==> config.mk <==
export PLATFORM = sky130hd
export DESIGN_NAME = adc_volt_conv_mc
export DESIGN_NICKNAME = d
export VERILOG_FILES = /design/src/rtl/adc_volt_conv_mc.sv
export SDC_FILE = /design/constraint.sdc
export NUM_CORES = 1
export LEC_CHECK = 0
export CAP_MARGIN = 15
export CORE_UTILIZATION = 55
export CTS_CLUSTER_SIZE = 12
export DETAILED_ROUTE_END_ITERATION = 16
export PLACE_DENSITY = 0.76
export SYNTH_ARGS = -nofsm -noshare
export SYNTH_HDL_FRONTEND = slang
export SYNTH_SLANG_ARGS = --single-unit
export TNS_END_PERCENT = 50
==> constraint.sdc <==
create_clock -name ad_clk -period 5.7 [get_ports ad_clk]
set_input_delay 1.14 -clock ad_clk [delete_from_list [all_inputs] [get_ports ad_clk]]
set_output_delay 1.14 -clock ad_clk [all_outputs]
set_load 0.03 [all_outputs]
==> src/rtl/adc_volt_conv_mc.sv <==
// Multi-channel ADC offset-binary code to signed millivolt converter: trim/clamp, centre/scale, sign/saturate.
// Optional window averaging stage enabled by defining ADC_AVG_EN.
module adc_volt_conv_mc #(
  parameter int NCH      = 2,
  parameter int ADC_W    = 12,
  parameter int OFS_W    = 8,
  parameter int SCALE    = 20000,
  parameter int SCALE_W  = 16,
  parameter int SHIFT    = 13,
  parameter int AVG_LOG2 = 2,
  localparam int CH_W    = (NCH > 1) ? $clog2(NCH) : 1
) (
  input  logic                   ad_clk,
  input  logic                   rst_n,
  input  logic                   i_in_valid,
  input  logic [NCH*ADC_W-1:0]   i_ad_data,
  input  logic                   i_cfg_we,
  input  logic [CH_W-1:0]        i_cfg_ch,
  input  logic [OFS_W-1:0]       i_cfg_ofs,
  input  logic                   i_ovr_clr,
  output logic                   o_out_valid,
  output logic [NCH*16-1:0]      o_volt,
  output logic [NCH-1:0]         o_ovr
);

  localparam int CW = ADC_W + 2;
  localparam int PW = ADC_W + 1 + SCALE_W;
  localparam logic [ADC_W:0] MID = (ADC_W+1)'(1) << (ADC_W - 1);

  logic [OFS_W-1:0] r_ofs [NCH];
  logic [NCH-1:0]   w_cfg_sel;

  logic [CW-1:0]    w_s1_sum [NCH];
  logic [ADC_W-1:0] w_s1_c   [NCH];
  logic [NCH-1:0]   w_s1_ov;
  logic             r_s1_vld;
  logic [ADC_W-1:0] r_s1_c   [NCH];
  logic [NCH-1:0]   r_s1_ov;

  logic [ADC_W:0]   w_s2_d   [NCH];
  logic [ADC_W:0]   w_s2_mag [NCH];
  logic [NCH-1:0]   w_s2_neg;
  logic [PW-1:0]    w_s2_m   [NCH];
  logic             r_s2_vld;
  logic [PW-1:0]    r_s2_m   [NCH];
  logic [NCH-1:0]   r_s2_neg;
  logic [NCH-1:0]   r_s2_ov;

  logic [15:0]      w_s3_v   [NCH];

  // Decode which trim register a configuration write targets; out-of-range channels match nothing.
  always_comb begin
    for (int k = 0; k < NCH; k++) begin
      if (i_cfg_we && (i_cfg_ch == CH_W'(k))) begin
        w_cfg_sel[k] = 1'b1;
      end else begin
        w_cfg_sel[k] = 1'b0;
      end
    end
  end

  // Per-channel offset trim registers.
  always_ff @(posedge ad_clk or negedge rst_n) begin
    if (!rst_n) begin
      for (int k = 0; k < NCH; k++) r_ofs[k] <= {OFS_W{1'b0}};
    end else begin
      for (int k = 0; k < NCH; k++) begin
        if (w_cfg_sel[k]) r_ofs[k] <= i_cfg_ofs;
      end
    end
  end

  // S1 combinational: add sign-extended trim and clamp into the code range.
  always_comb begin
    for (int k = 0; k < NCH; k++) begin
      w_s1_sum[k] = {2'b00, i_ad_data[k*ADC_W +: ADC_W]}
                  + {{(CW-OFS_W){r_ofs[k][OFS_W-1]}}, r_ofs[k]};
      if (w_s1_sum[k][CW-1]) begin
        w_s1_c[k]  = {ADC_W{1'b0}};
        w_s1_ov[k] = 1'b1;
      end else if (w_s1_sum[k][ADC_W]) begin
        w_s1_c[k]  = {ADC_W{1'b1}};
        w_s1_ov[k] = 1'b1;
      end else begin
        w_s1_c[k]  = w_s1_sum[k][ADC_W-1:0];
        w_s1_ov[k] = 1'b0;
      end
    end
  end

  // S1 registers; the over-range tag travels with its sample so it surfaces alongside the result.
  always_ff @(posedge ad_clk or negedge rst_n) begin
    if (!rst_n) begin
      r_s1_vld <= 1'b0;
      r_s1_ov  <= {NCH{1'b0}};
      for (int k = 0; k < NCH; k++) r_s1_c[k] <= {ADC_W{1'b0}};
    end else begin
      r_s1_vld <= i_in_valid;
      r_s1_ov  <= i_in_valid ? w_s1_ov : {NCH{1'b0}};
      for (int k = 0; k < NCH; k++) r_s1_c[k] <= w_s1_c[k];
    end
  end

  // S2 combinational: centre, take the magnitude, scale it so truncation is toward zero.
  always_comb begin
    for (int k = 0; k < NCH; k++) begin
      w_s2_d[k]   = {1'b0, r_s1_c[k]} - MID;
      w_s2_neg[k] = w_s2_d[k][ADC_W];
      w_s2_mag[k] = w_s2_neg[k] ? (-w_s2_d[k]) : w_s2_d[k];
      w_s2_m[k]   = (PW'(w_s2_mag[k]) * PW'(SCALE)) >> SHIFT;
    end
  end

  // S2 registers.
  always_ff @(posedge ad_clk or negedge rst_n) begin
    if (!rst_n) begin
      r_s2_vld <= 1'b0;
      r_s2_neg <= {NCH{1'b0}};
      r_s2_ov  <= {NCH{1'b0}};
      for (int k = 0; k < NCH; k++) r_s2_m[k] <= {PW{1'b0}};
    end else begin
      r_s2_vld <= r_s1_vld;
      r_s2_neg <= w_s2_neg;
      r_s2_ov  <= r_s1_ov;
      for (int k = 0; k < NCH; k++) r_s2_m[k] <= w_s2_m[k];
    end
  end

  // S3 combinational: restore the sign and saturate to the signed 16-bit range.
  always_comb begin
    for (int k = 0; k < NCH; k++) begin
      if (r_s2_neg[k]) begin
        if (r_s2_m[k] > PW'(32768)) w_s3_v[k] = 16'h8000;
        else                        w_s3_v[k] = -r_s2_m[k][15:0];
      end else begin
        if (r_s2_m[k] > PW'(32767)) w_s3_v[k] = 16'h7FFF;
        else                        w_s3_v[k] = r_s2_m[k][15:0];
      end
    end
  end

`ifdef ADC_AVG_EN
  localparam int AW = 16 + AVG_LOG2;

  logic                r_s3_vld;
  logic [NCH-1:0]      r_s3_ov;
  logic signed [15:0]  r_s3_v   [NCH];
  logic signed [AW-1:0] r_acc   [NCH];
  logic signed [AW-1:0] w_s4_tot [NCH];
  logic [AVG_LOG2-1:0] r_cnt;

  // S3 registers feeding the averaging stage.
  always_ff @(posedge ad_clk or negedge rst_n) begin
    if (!rst_n) begin
      r_s3_vld <= 1'b0;
      r_s3_ov  <= {NCH{1'b0}};
      for (int k = 0; k < NCH; k++) r_s3_v[k] <= 16'sd0;
    end else begin
      r_s3_vld <= r_s2_vld;
      r_s3_ov  <= r_s2_ov;
      for (int k = 0; k < NCH; k++) r_s3_v[k] <= w_s3_v[k];
    end
  end

  // Running window sum including the sample currently at S3.
  always_comb begin
    for (int k = 0; k < NCH; k++) w_s4_tot[k] = r_acc[k] + AW'(r_s3_v[k]);
  end

  // S4: accumulate a window of results, publish the mean on its last sample; a trim write restarts it.
  always_ff @(posedge ad_clk or negedge rst_n) begin
    if (!rst_n) begin
      r_cnt       <= {AVG_LOG2{1'b0}};
      o_out_valid <= 1'b0;
      o_volt      <= {(NCH*16){1'b0}};
      o_ovr       <= {NCH{1'b0}};
      for (int k = 0; k < NCH; k++) r_acc[k] <= {AW{1'b0}};
    end else begin
      o_out_valid <= 1'b0;
      o_ovr       <= (o_ovr & ~{NCH{i_ovr_clr}}) | r_s3_ov;
      if (|w_cfg_sel) begin
        r_cnt <= {AVG_LOG2{1'b0}};
        for (int k = 0; k < NCH; k++) r_acc[k] <= {AW{1'b0}};
      end else if (r_s3_vld) begin
        r_cnt <= r_cnt + {{(AVG_LOG2-1){1'b0}}, 1'b1};
        if (r_cnt == {AVG_LOG2{1'b1}}) begin
          o_out_valid <= 1'b1;
          for (int k = 0; k < NCH; k++) begin
            o_volt[k*16 +: 16] <= 16'(w_s4_tot[k] >>> AVG_LOG2);
            r_acc[k]           <= {AW{1'b0}};
          end
        end else begin
          for (int k = 0; k < NCH; k++) r_acc[k] <= w_s4_tot[k];
        end
      end else begin
        r_cnt <= r_cnt;
      end
    end
  end
`else
  // S3 output registers: volt holds between pulses, ovr set beats clear.
  always_ff @(posedge ad_clk or negedge rst_n) begin
    if (!rst_n) begin
      o_out_valid <= 1'b0;
      o_volt      <= {(NCH*16){1'b0}};
      o_ovr       <= {NCH{1'b0}};
    end else begin
      o_out_valid <= r_s2_vld;
      o_ovr       <= (o_ovr & ~{NCH{i_ovr_clr}}) | r_s2_ov;
      if (r_s2_vld) begin
        for (int k = 0; k < NCH; k++) o_volt[k*16 +: 16] <= w_s3_v[k];
      end
    end
  end
`endif

endmodule

==> results by group, run 1 <==
Critical path
  • Slowest stage cell on the critical path: or4_1
  • CP Capture Type: register
  • Crit path kind: reg2reg
  • Critical path peak fanout: 4
  • WP buf/inv: 4
  • Worst r2r src: r_s1_c[17]
  • Setup crit end: r_s2_m[41]
  • Cell depth of the worst flop-to-flop path: 21
  • Worst-path cell chain: or4_1, nor3_1, and2_1, or2_2, xnor2_2, inv_1, fa_1, inv_1, ha_1, inv_1, fa_1, inv_1, ha_1, ha_1, ha_1, and3_1, a221o_1, a31oi_2, o21ai_2, o31ai_4, xnor2_1
  • CP startpoint: r_s1_c[17]
  • Reg2reg setup slack: 0.26 ns
  • Arr. time, crit path: 5.78 ns
  • Cell family with most CP delay: adder cells
  • RR Endpoint: r_s2_m[41]
  • WP depth: 21
  • Startpoint types: register
  • Max stage delay on crit path: 0.55 ns
  • Worst Path Required: 6.04 ns

Logic synthesis
  • Synth Area in XOR/XNOR: 9.196%
  • Post-synthesis mux area share: 2.427%
  • Ys Warns: 0
  • EDFF count, synth: 0
  • Post-synthesis cell area: 10000 um2
  • Cells after Synth: 1046
  • Synth cell types: 60
  • Synth top cells by count: 157 x ha_1, 154 x inv_1, 113 x dfrtp_1
  • Post-synth ARST share: 100.0%
  • Yosys top cell area share: 28.27%
  • Ys flop type: dfrtp_1
  • Top-count cell post-synth: ha_1
  • Yosys top cell by area: dfrtp_1
  • Synth Area in Compound Gates: 15.05%
  • Avg Cell Area, Syn: 9.561 um2
  • Top post-synthesis cells by area: dfrtp_1 28%, ha_1 20%, fa_1 8.8%, inv_1 5.8%, xor2_1 4.8%
  • Seq/Total Area, Yosys: 28.27%
  • Post-synthesis register bit count: 113
  • Main combinational cell family by area after synthesis: adder cells
  • Synth Area in Adders: 28.45%
  • Simple-gate share of the synthesized area: 10.05%

Clock tree
  • CTS clk-pin slew, worst paths: 0.06 ns
  • Longest Clk Path Bufs: 2
  • Post-CTS Setup Repair Bufs: 0
  • Clock root cell: clkbuf_16
  • Cts bufs inserted: 17
  • Clk_lat worst skew: 0.42 ns
  • CTS sink count: 113
  • Htree depth: 4
  • CTS tree: yes

Worst hold path
  • Hold/Removal Path Class: reg2reg

Timing
  • Final Critical Period: 5.442 ns
  • Worst-Margin Slew: 0.8362 ns
  • RSZ-0062 raised after global routing: false
  • Final period util: 95.47%
  • Hold Violations, Final: 0
  • Worst slew margin: 44.26%
  • Setup_tns: 0 ns
  • Post-Route Skew: 0.008213 ns
  • Fmax: 183.8 MHz
  • Setup Viol. Count Final: 0
  • Slew Viols, Final: 0

Cells and area
  • Layout Area Growth over Synthesis: 16.48%
  • Fillers: 1457
  • Area taken by flip-flops and latches: 2828 um2
  • Final Net Count: 1375
  • Multi-input gate area: 6591 um2
  • Antenna Cells: 0
  • Share of cells above drive strength 1: 6.876%

Die
  • Die Wd: 136.8 um
  • Core Area: 17540 um2
  • I/O Pins: 73
  • Die height: 136.8 um
  • Initial core utilization: 57.03%
  • Die area: 18730 um2
  • # rows: 48

Route
  • Routed via count: 7375
  • Vias per cell: 5.368
  • ANT nets after route: 0
  • WL final: 18.57 mm
  • Routed len/inst: 13.52 um
  • First drt pass iteration count: 5
  • DRC errors left: 0
  • Iteration-0 DRC Markers: 204

Placed design
  • GPL Wtd Cong: 0.8602
  • PortBufs: 72
  • Final HPWL DP: 14.89 mm

GRT
  • Vias in the first global route: 7188
  • Total track usage: 21.53%
  • Overflow after GRT: 0
  • Largest net degree at the start of global routing: 70
  • Initial antenna violation count: 0
  • First-pass GRT wire length: 31.88 mm

Run status
  • Status: finished clean

Flow run
  • Maxcap violations: 0
==> state kept, by name (all words and copies together), names as in the netlist <==
register,cells
r_s2_ov,2
r_s2_m,30
r_s2_neg,2
r_s1_c,24
o_ovr,2
r_s1_vld,1
r_s1_ov,2
o_volt,32
o_out_valid,1
r_s2_vld,1
r_ofs,16
==> worst register-to-register path, delay by kind of cell (launching register included) <==
family                     cells  cell delay (ns)
DFF                            1             0.41
xor gates and xnor gates       2             0.29
and+or+nand+nor                5             1.27
adders and majority gates      6             2.21
AOI/OAI and AO/OA              4             0.92
buffers and inverters          4             0.26
==> cells in the final DEF, fill, tap and decap left out, types with 10 or more instances in the layout <==
master,count
inv_1,154
xor2_1,55
a21o_1,16
fa_1,44
nor2_1,73
nor2b_1,12
a21oi_1,76
clkdlybuf4s50_1,71
nor3_1,15
xnor2_1,49
clkbuf_16,17
nand3_1,10
ha_1,157
mux2_2,18
conb_1,10
nand2_1,36
o21ai_0,34
nand4_1,10
dfrtp_1,113
a211oi_1,10
o21a_1,30
==> per-layer routing <==
metal / GRT usage [%] / vias up / routed length (um)
met1: 27.04 / 3464 / 8575
met2: 37.31 / 132 / 9050
met3: 4.148 / 21 / 668
met5: 0 / - / 0
li1: - / 3758 / -
met4: 6.716 / 0 / 280
==> stage by stage <==
step,setup WS [ns],hold WS [ns],instances,cell area [um2],util [%]
after floorplan,0.4541,0.3312,1054,10030,-
after CTS,0.08909,0.3476,1374,11610,66.22
after global placement,0.2512,0.3344,1342,11020,62.86
final,0.2580,0.3463,1374,11650,66.42
after detailed placement,0.09491,0.3371,1342,11020,62.86
after global routing,0.007470,0.3500,1374,11650,66.42
==> repair_timing <==
action | CTS | global route
resized for setup | 0 | 8
hold buffers | 0 | 0
endpoints found under the setup margin | 0 | 9
==> final cells by class <==
cell class,count,area share (%)
Inverter,155,4.995
Tap cell,225,2.417
Timing Repair Buffer,80,6.681
Multi-Input combinational cell,769,56.58
Clock buffer,19,3.888
Clock inverter,13,1.160
Sequential cell,113,24.27
==> cell families (layout without fill, tap and decap cells) <==
| logic type | after synthesis | count (layout) |
|---|---|---|
| AO/OA/AOI/OAI | 227 | 227 |
| AND/OR/NAND/NOR | 204 | 204 |
| adder cells (fa/ha/maj) | 201 | 201 |
| buffers and inverters | 172 | 267 |
| flip-flops | 113 | 113 |
| XOR/XNOR | 105 | 105 |
| multiplexers | 22 | 22 |
| other | 2 | 10 |
==> worst min-delay path by stage <==
stage / slack (ns) / depth (start not counted) / start / to
6_report: 0.35 / 0 / r_s1_ov[1] / r_s2_ov[1]
5_1_grt: 0.35 / 0 / r_s1_ov[1] / r_s2_ov[1]
4_1_cts: 0.35 / 0 / r_s1_ov[1] / r_s2_ov[1]
3_5_place_dp: 0.34 / 0 / r_s1_ov[1] / r_s2_ov[1]
3_3_place_gp: 0.33 / 0 / r_s1_ov[1] / r_s2_ov[1]
2_1_floorplan: 0.33 / 0 / r_s1_ov[0] / r_s2_ov[0]
Power of run 1 is not shown: default switching activity piles up to over one toggle a cycle in this logic, so the estimate is an artifact.
==> run 2, diff against run 1 <==
==> constraint.sdc (replaced) <==
create_clock -name ad_clk -period 5.7 [get_ports ad_clk]
set_input_delay 1.425 -clock ad_clk [delete_from_list [all_inputs] [get_ports ad_clk]]
set_output_delay 1.425 -clock ad_clk [all_outputs]
set_load 0.03 [all_outputs]
==> results by group, run 2 (same netlist as run 1, synthesis figures left out) <==
Critical path
  • Startpoint types: register
  • Cell depth of the worst flop-to-flop path: 21 (unchanged)
  • Slowest stage cell on the critical path: or4_1
  • Arr. time, crit path: 5.72 ns (-0.06 ns)
  • Worst r2r src: r_s1_c[17]
  • Critical path peak fanout: 4 (unchanged)
  • Cell family with most CP delay: adder cells
  • Crit path kind: reg2reg
  • WP buf/inv: 4 (unchanged)
  • CP startpoint: r_s1_c[17]
  • CP Capture Type: register
  • WP depth: 21 (unchanged)
  • Max stage delay on crit path: 0.57 ns (+0.02 ns)
  • Worst Path Required: 6.04 ns (about the same)
  • RR Endpoint: r_s2_m[41]
  • Reg2reg setup slack: 0.32 ns (+0.06 ns)
  • Worst-path cell chain: or4_1, nor3_2, and2_1, or2_2, xnor2_2, inv_1, fa_1, inv_1, ha_1, inv_1, fa_1, inv_1, ha_1, ha_1, ha_1, and3_1, a221o_1, a31oi_2, o21ai_2, o31ai_4, xnor2_1
  • Setup crit end: r_s2_m[41]

Placed design
  • Final HPWL DP: 14.69 mm (-1.3%)
  • Post-Place Worst Slack: 0.1254 ns (+0.03052 ns)
  • Area after DPL: 11020 um2 (unchanged)
  • Placed Instances: 1342 (unchanged)
  • PortBufs: 72 (unchanged)
  • GPL Wtd Cong: 0.8603 (about the same)

Route
  • Routed len/inst: 13.35 um (-1.2%)
  • DRC errors left: 0 (unchanged)
  • Routed via count: 7286 (-1.2%)
  • WL final: 18.34 mm (-1.2%)
  • ANT nets after route: 0 (unchanged)
  • First drt pass iteration count: 4 (-1)
  • Iteration-0 DRC Markers: 200 (-2.0%)
  • Vias per cell: 5.303 (-1.2%)

Clock tree
  • Htree depth: 4 (unchanged)
  • CTS clk-pin slew, worst paths: 0.05 ns (about the same)
  • CTS tree: yes
  • CTS sink count: 113 (unchanged)
  • Clock root cell: clkbuf_16
  • Clk_lat worst skew: 0.41 ns (about the same)
  • Cts bufs inserted: 17 (unchanged)
  • Longest Clk Path Bufs: 2 (unchanged)

Die
  • Die Wd: 136.8 um (unchanged)
  • I/O Pins: 73 (unchanged)
  • Die area: 18730 um2 (unchanged)
  • Die height: 136.8 um (unchanged)
  • # rows: 48 (unchanged)
  • Initial core utilization: 57.03% (unchanged)
  • Core Area: 17540 um2 (unchanged)

Timing
  • Setup Viol. Count Final: 0 (unchanged)
  • Hold Violations, Final: 0 (unchanged)
  • Fmax: 185.8 MHz (+1.1%)
  • Final period util: 94.40% (-1.1 points)
  • Post-Route Skew: 0.005869 ns (-0.002344 ns)
  • Worst-Margin Slew: 1.011 ns (+0.1745 ns)
  • Final worst setup slack: 0.3191 ns (+0.06101 ns)
  • Slew Viols, Final: 0 (unchanged)
  • Final Critical Period: 5.381 ns (-0.06101 ns)
  • Worst slew margin: 32.63% (-12 points)

GRT
  • Total track usage: 21.14% (-0.40 points)
  • First-pass GRT wire length: 31.42 mm (-1.5%)
  • Largest net degree at the start of global routing: 86 (+23%)
  • Overflow after GRT: 0 (unchanged)
  • Initial antenna violation count: 0 (unchanged)
  • Vias in the first global route: 7133 (-0.77%)

Cells and area
  • Final instance area: 11640 um2 (about the same)
  • Antenna Cells: 0 (unchanged)
  • Final Net Count: 1377 (+0.15%)
  • Max reg flops: 32 (unchanged)
  • Share of cells above drive strength 1: 6.614% (-0.26 points)
  • Most frequent cells in the layout: 157 x ha_1, 154 x inv_1, 113 x dfrtp_1
  • Non-Filler Instances: 1374 (unchanged)
  • Regs by FF count: o_volt: 32 flops, r_s2_m: 30 flops, r_s1_c: 24 flops
  • Layout Area Growth over Synthesis: 16.39% (about the same)
  • Most common cell after layout, fill and taps aside: ha_1
  • Biggest register: o_volt

Worst hold path
  • WHS Path Cells: 0 (unchanged)
  • Hold/Removal Path Class: reg2reg

Flow run
  • Maxcap violations: 0 (unchanged)

Run status
  • Status: finished clean
[run 2: layout make-up]
class / count / area [um2]
clock buffers: 24 / 471.7
clock inverters: 6 / 82.58
fillers: 1444 / 5897
inverters: 155 / 581.8
multi-input cells: 769 / 6601
flip-flops and latches: 113 / 2828
well taps: 225 / 281.5
repair buffers: 82 / 793.3
[run 2: layer usage]
layer | share of wire (%) | track usage, % | vias to the layer above
met2 | 48 | 36.75 | 127
met3 | 3.6 | 4.259 | 22
li1 | - | - | 3745
met4 | 1.5 | 6.532 | 0
met1 | 47 | 26.32 | 3392
met5 | 0 | 0 | -
[run 2: worst min-delay path by stage]
stage                 end        from  slack (ns)
4_1_cts        r_s2_ov[1]  r_s1_ov[1]        0.35
5_1_grt        r_s2_ov[1]  r_s1_ov[1]        0.35
3_5_place_dp   r_s2_ov[1]  r_s1_ov[1]        0.34
6_report       r_s2_ov[1]  r_s1_ov[1]        0.35
3_3_place_gp   r_s2_ov[1]  r_s1_ov[1]        0.33
2_1_floorplan  r_s2_ov[0]  r_s1_ov[0]        0.33
[run 2: through the flow]
stage	util (%)	TNS (ns)	hold slack, ns
detailed placement	62.86	0	0.3371
global placement	62.86	0	0.3345
finish	66.37	0	0.3470
floorplan	-	0	0.3312
global route	66.37	-0.003269	0.3539
CTS	66.02	0	0.3483
[run 2: timing repair]
item / 4_1_cts / 5_1_grt
resized for setup: 0 / 9
endpoints found under the setup margin: 0 / 11
buffers inserted: 0 / 2
hold endpoints to repair: 0 / 0
hold buffers: 0 / 0
Power of run 2 is left out for the same reason.
==> run 3, diff against run 2 <==
--- a/config.mk
+++ b/config.mk
@@ -6,10 +6,12 @@
 export NUM_CORES = 1
 export LEC_CHECK = 0
 export CAP_MARGIN = 15
+export CORE_MARGIN = 2
 export CORE_UTILIZATION = 55
 export CTS_CLUSTER_SIZE = 12
 export DETAILED_ROUTE_END_ITERATION = 16
 export PLACE_DENSITY = 0.76
+export SKIP_LAST_GASP = 1
 export SYNTH_ARGS = -nofsm -noshare
 export SYNTH_HDL_FRONTEND = slang
 export SYNTH_SLANG_ARGS = --single-unit
==> results by group, run 3 (same netlist as run 1, synthesis figures left out) <==
Run status
  • Status: finished clean

Critical path
  • Startpoint types: register
  • Critical path peak fanout: 4 (unchanged)
  • CP Capture Type: register
  • Arr. time, crit path: 5.74 ns (+0.02 ns)
  • Worst Path Required: 6.03 ns (about the same)
  • Crit path kind: reg2reg

Timing
  • Setup Viol. Count Final: 0 (unchanged)
  • Worst slew margin: 35.77% (+3.1 points)
  • Worst-Margin Slew: 0.9634 ns (-0.04722 ns)
  • Final period util: 94.78% (+0.37 points)
  • Final Critical Period: 5.402 ns (+0.02126 ns)
  • Slew Viols, Final: 0 (unchanged)
  • RSZ-0062 raised after global routing: true
  • Post-Route Skew: 0.006934 ns (+0.001065 ns)
  • Fmax: 185.1 MHz (-0.39%)
  • Hold Violations, Final: 0 (unchanged)

GRT
  • First-pass GRT wire length: 32.43 mm (+3.2%)
  • Overflow after GRT: 0 (unchanged)
  • Vias in the first global route: 7215 (+1.1%)
  • Largest net degree at the start of global routing: 78 (-9.3%)
  • Total track usage: 20.19% (-0.94 points)
  • Initial antenna violation count: 0 (unchanged)

Cells and area
  • Layout Area Growth over Synthesis: 16.55%
  • Regs by FF count: o_volt: 32 flops, r_s2_m: 30 flops, r_s1_c: 24 flops
  • Most common cell after layout, fill and taps aside: ha_1
  • Antenna Cells: 0 (unchanged)
  • Most frequent cells in the layout: 157 x ha_1, 154 x inv_1, 113 x dfrtp_1
  • Biggest register: o_volt
  • Final Net Count: 1376 (-0.073%)
  • Fillers: 1474 (+2.1%)
  • Max reg flops: 32 (unchanged)
  • Share of cells above drive strength 1: 6.696% (+0.081 points)
  • Non-Filler Instances: 1379 (+0.36%)

Route
  • First drt pass iteration count: 4 (unchanged)
  • Routed len/inst: 13.40 um (+0.38%)
  • Routed via count: 7312 (+0.36%)
  • DRC errors left: 0 (unchanged)
  • Iteration-0 DRC Markers: 305 (+53%)
  • WL final: 18.48 mm (+0.75%)
  • Vias per cell: 5.302 (about the same)
  • ANT nets after route: 0 (unchanged)

Clock tree
  • CTS sink count: 113 (unchanged)
  • CTS tree: yes
  • Htree depth: 4 (unchanged)
  • Clk_lat worst skew: 0.41 ns (about the same)
  • Longest Clk Path Bufs: 2 (unchanged)
  • Post-CTS Setup Repair Bufs: 0 (unchanged)
  • Cts bufs inserted: 17 (unchanged)
  • CTS clk-pin slew, worst paths: 0.05 ns (about the same)
  • Clock root cell: clkbuf_16

Die
  • Initial core utilization: 55.86% (-1.2 points)
  • Die Wd: 138.8 um (+1.5%)
  • Die height: 138.8 um (+1.5%)
  • # rows: 49 (+2.1%)
  • Die area: 19280 um2 (+2.9%)
  • I/O Pins: 73 (unchanged)
  • Core Area: 17900 um2 (+2.1%)

Placed design
  • Placed Instances: 1347 (+0.37%)
  • PortBufs: 72 (unchanged)
  • Final HPWL DP: 14.70 mm (about the same)
  • GPL Wtd Cong: 0.8949 (+4.0%)

Flow run
  • Maxcap violations: 0 (unchanged)

Worst hold path
  • Hold/Removal Path Class: reg2reg
run 3: worst max-delay path: stages (launching register included):
cell     delay, ns
dfrtp_1       0.41
or4_1         0.58
nor3_2        0.16
and2_1        0.16
or2_2         0.13
xnor2_2       0.15
inv_1         0.13
fa_1          0.49
inv_1         0.04
ha_1          0.27
inv_1         0.05
fa_1          0.53
inv_1         0.04
ha_1          0.28
ha_1          0.30
ha_1          0.35
and3_1        0.23
a221o_1       0.37
a31oi_2       0.20
o21ai_2       0.13
a21oi_1       0.21
xnor2_1       0.13
run 3: what timing repair did:
item | in CTS | in global routing
hold buffers | 0 | 0
setup endpoints to repair | 0 | 9
gates resized for setup | 0 | 5
run 3: routing by layer:
layer | vias up | track usage, % | share of wire [%] | routed length, um
met2 | 150 | 34.61 | 48 | 8824
met4 | 0 | 6.326 | 1.8 | 325
met3 | 28 | 4.178 | 4.0 | 730
met1 | 3381 | 25.81 | 47 | 8600
met5 | - | 0 | 0 | 0
li1 | 3753 | - | - | -
run 3: path summary, 6_finish.rpt:
kind	slack [ns]	endpoint	cells after the start	from
max in group asynchronous	3.48	o_volt[17]	2	rst_n
hold / removal	0.35	r_s2_ov[0]	0	r_s1_ov[0]
min in group asynchronous	1.17	r_ofs[15]	1	rst_n
setup reg to reg	0.30	r_s2_m[40]	21	r_s1_c[17]
setup / recovery	0.30	r_s2_m[40]	21	r_s1_c[17]
hold reg to reg	0.35	r_s2_ov[0]	0	r_s1_ov[0]
run 3: layout make-up:
class	count	area, um2	share of cell area, %
repair buffers	81	785.8	6.741
flip-flops and latches	113	2828	24.26
clock inverters	14	165.2	1.417
well taps	229	286.5	2.458
multi-input cells	769	6580	56.45
inverters	155	581.8	4.991
clock buffers	18	429.2	3.682
run 3: per-stage QoR:
step | util [%] | area, um2 | hold WS [ns] | setup TNS (ns) | worst slack (ns)
CTS | 64.97 | 11630 | 0.3493 | 0 | 0.1560
detailed placement | 61.65 | 11040 | 0.3373 | 0 | 0.1883
floorplan | - | 10030 | 0.3312 | 0 | 0.4541
finish | 65.11 | 11660 | 0.3470 | 0 | 0.2978
global placement | 61.65 | 11040 | 0.3343 | 0 | 0.2525
global route | 65.11 | 11660 | 0.3496 | -0.002845 | -0.002845
Power of run 3 is left out for the same reason.
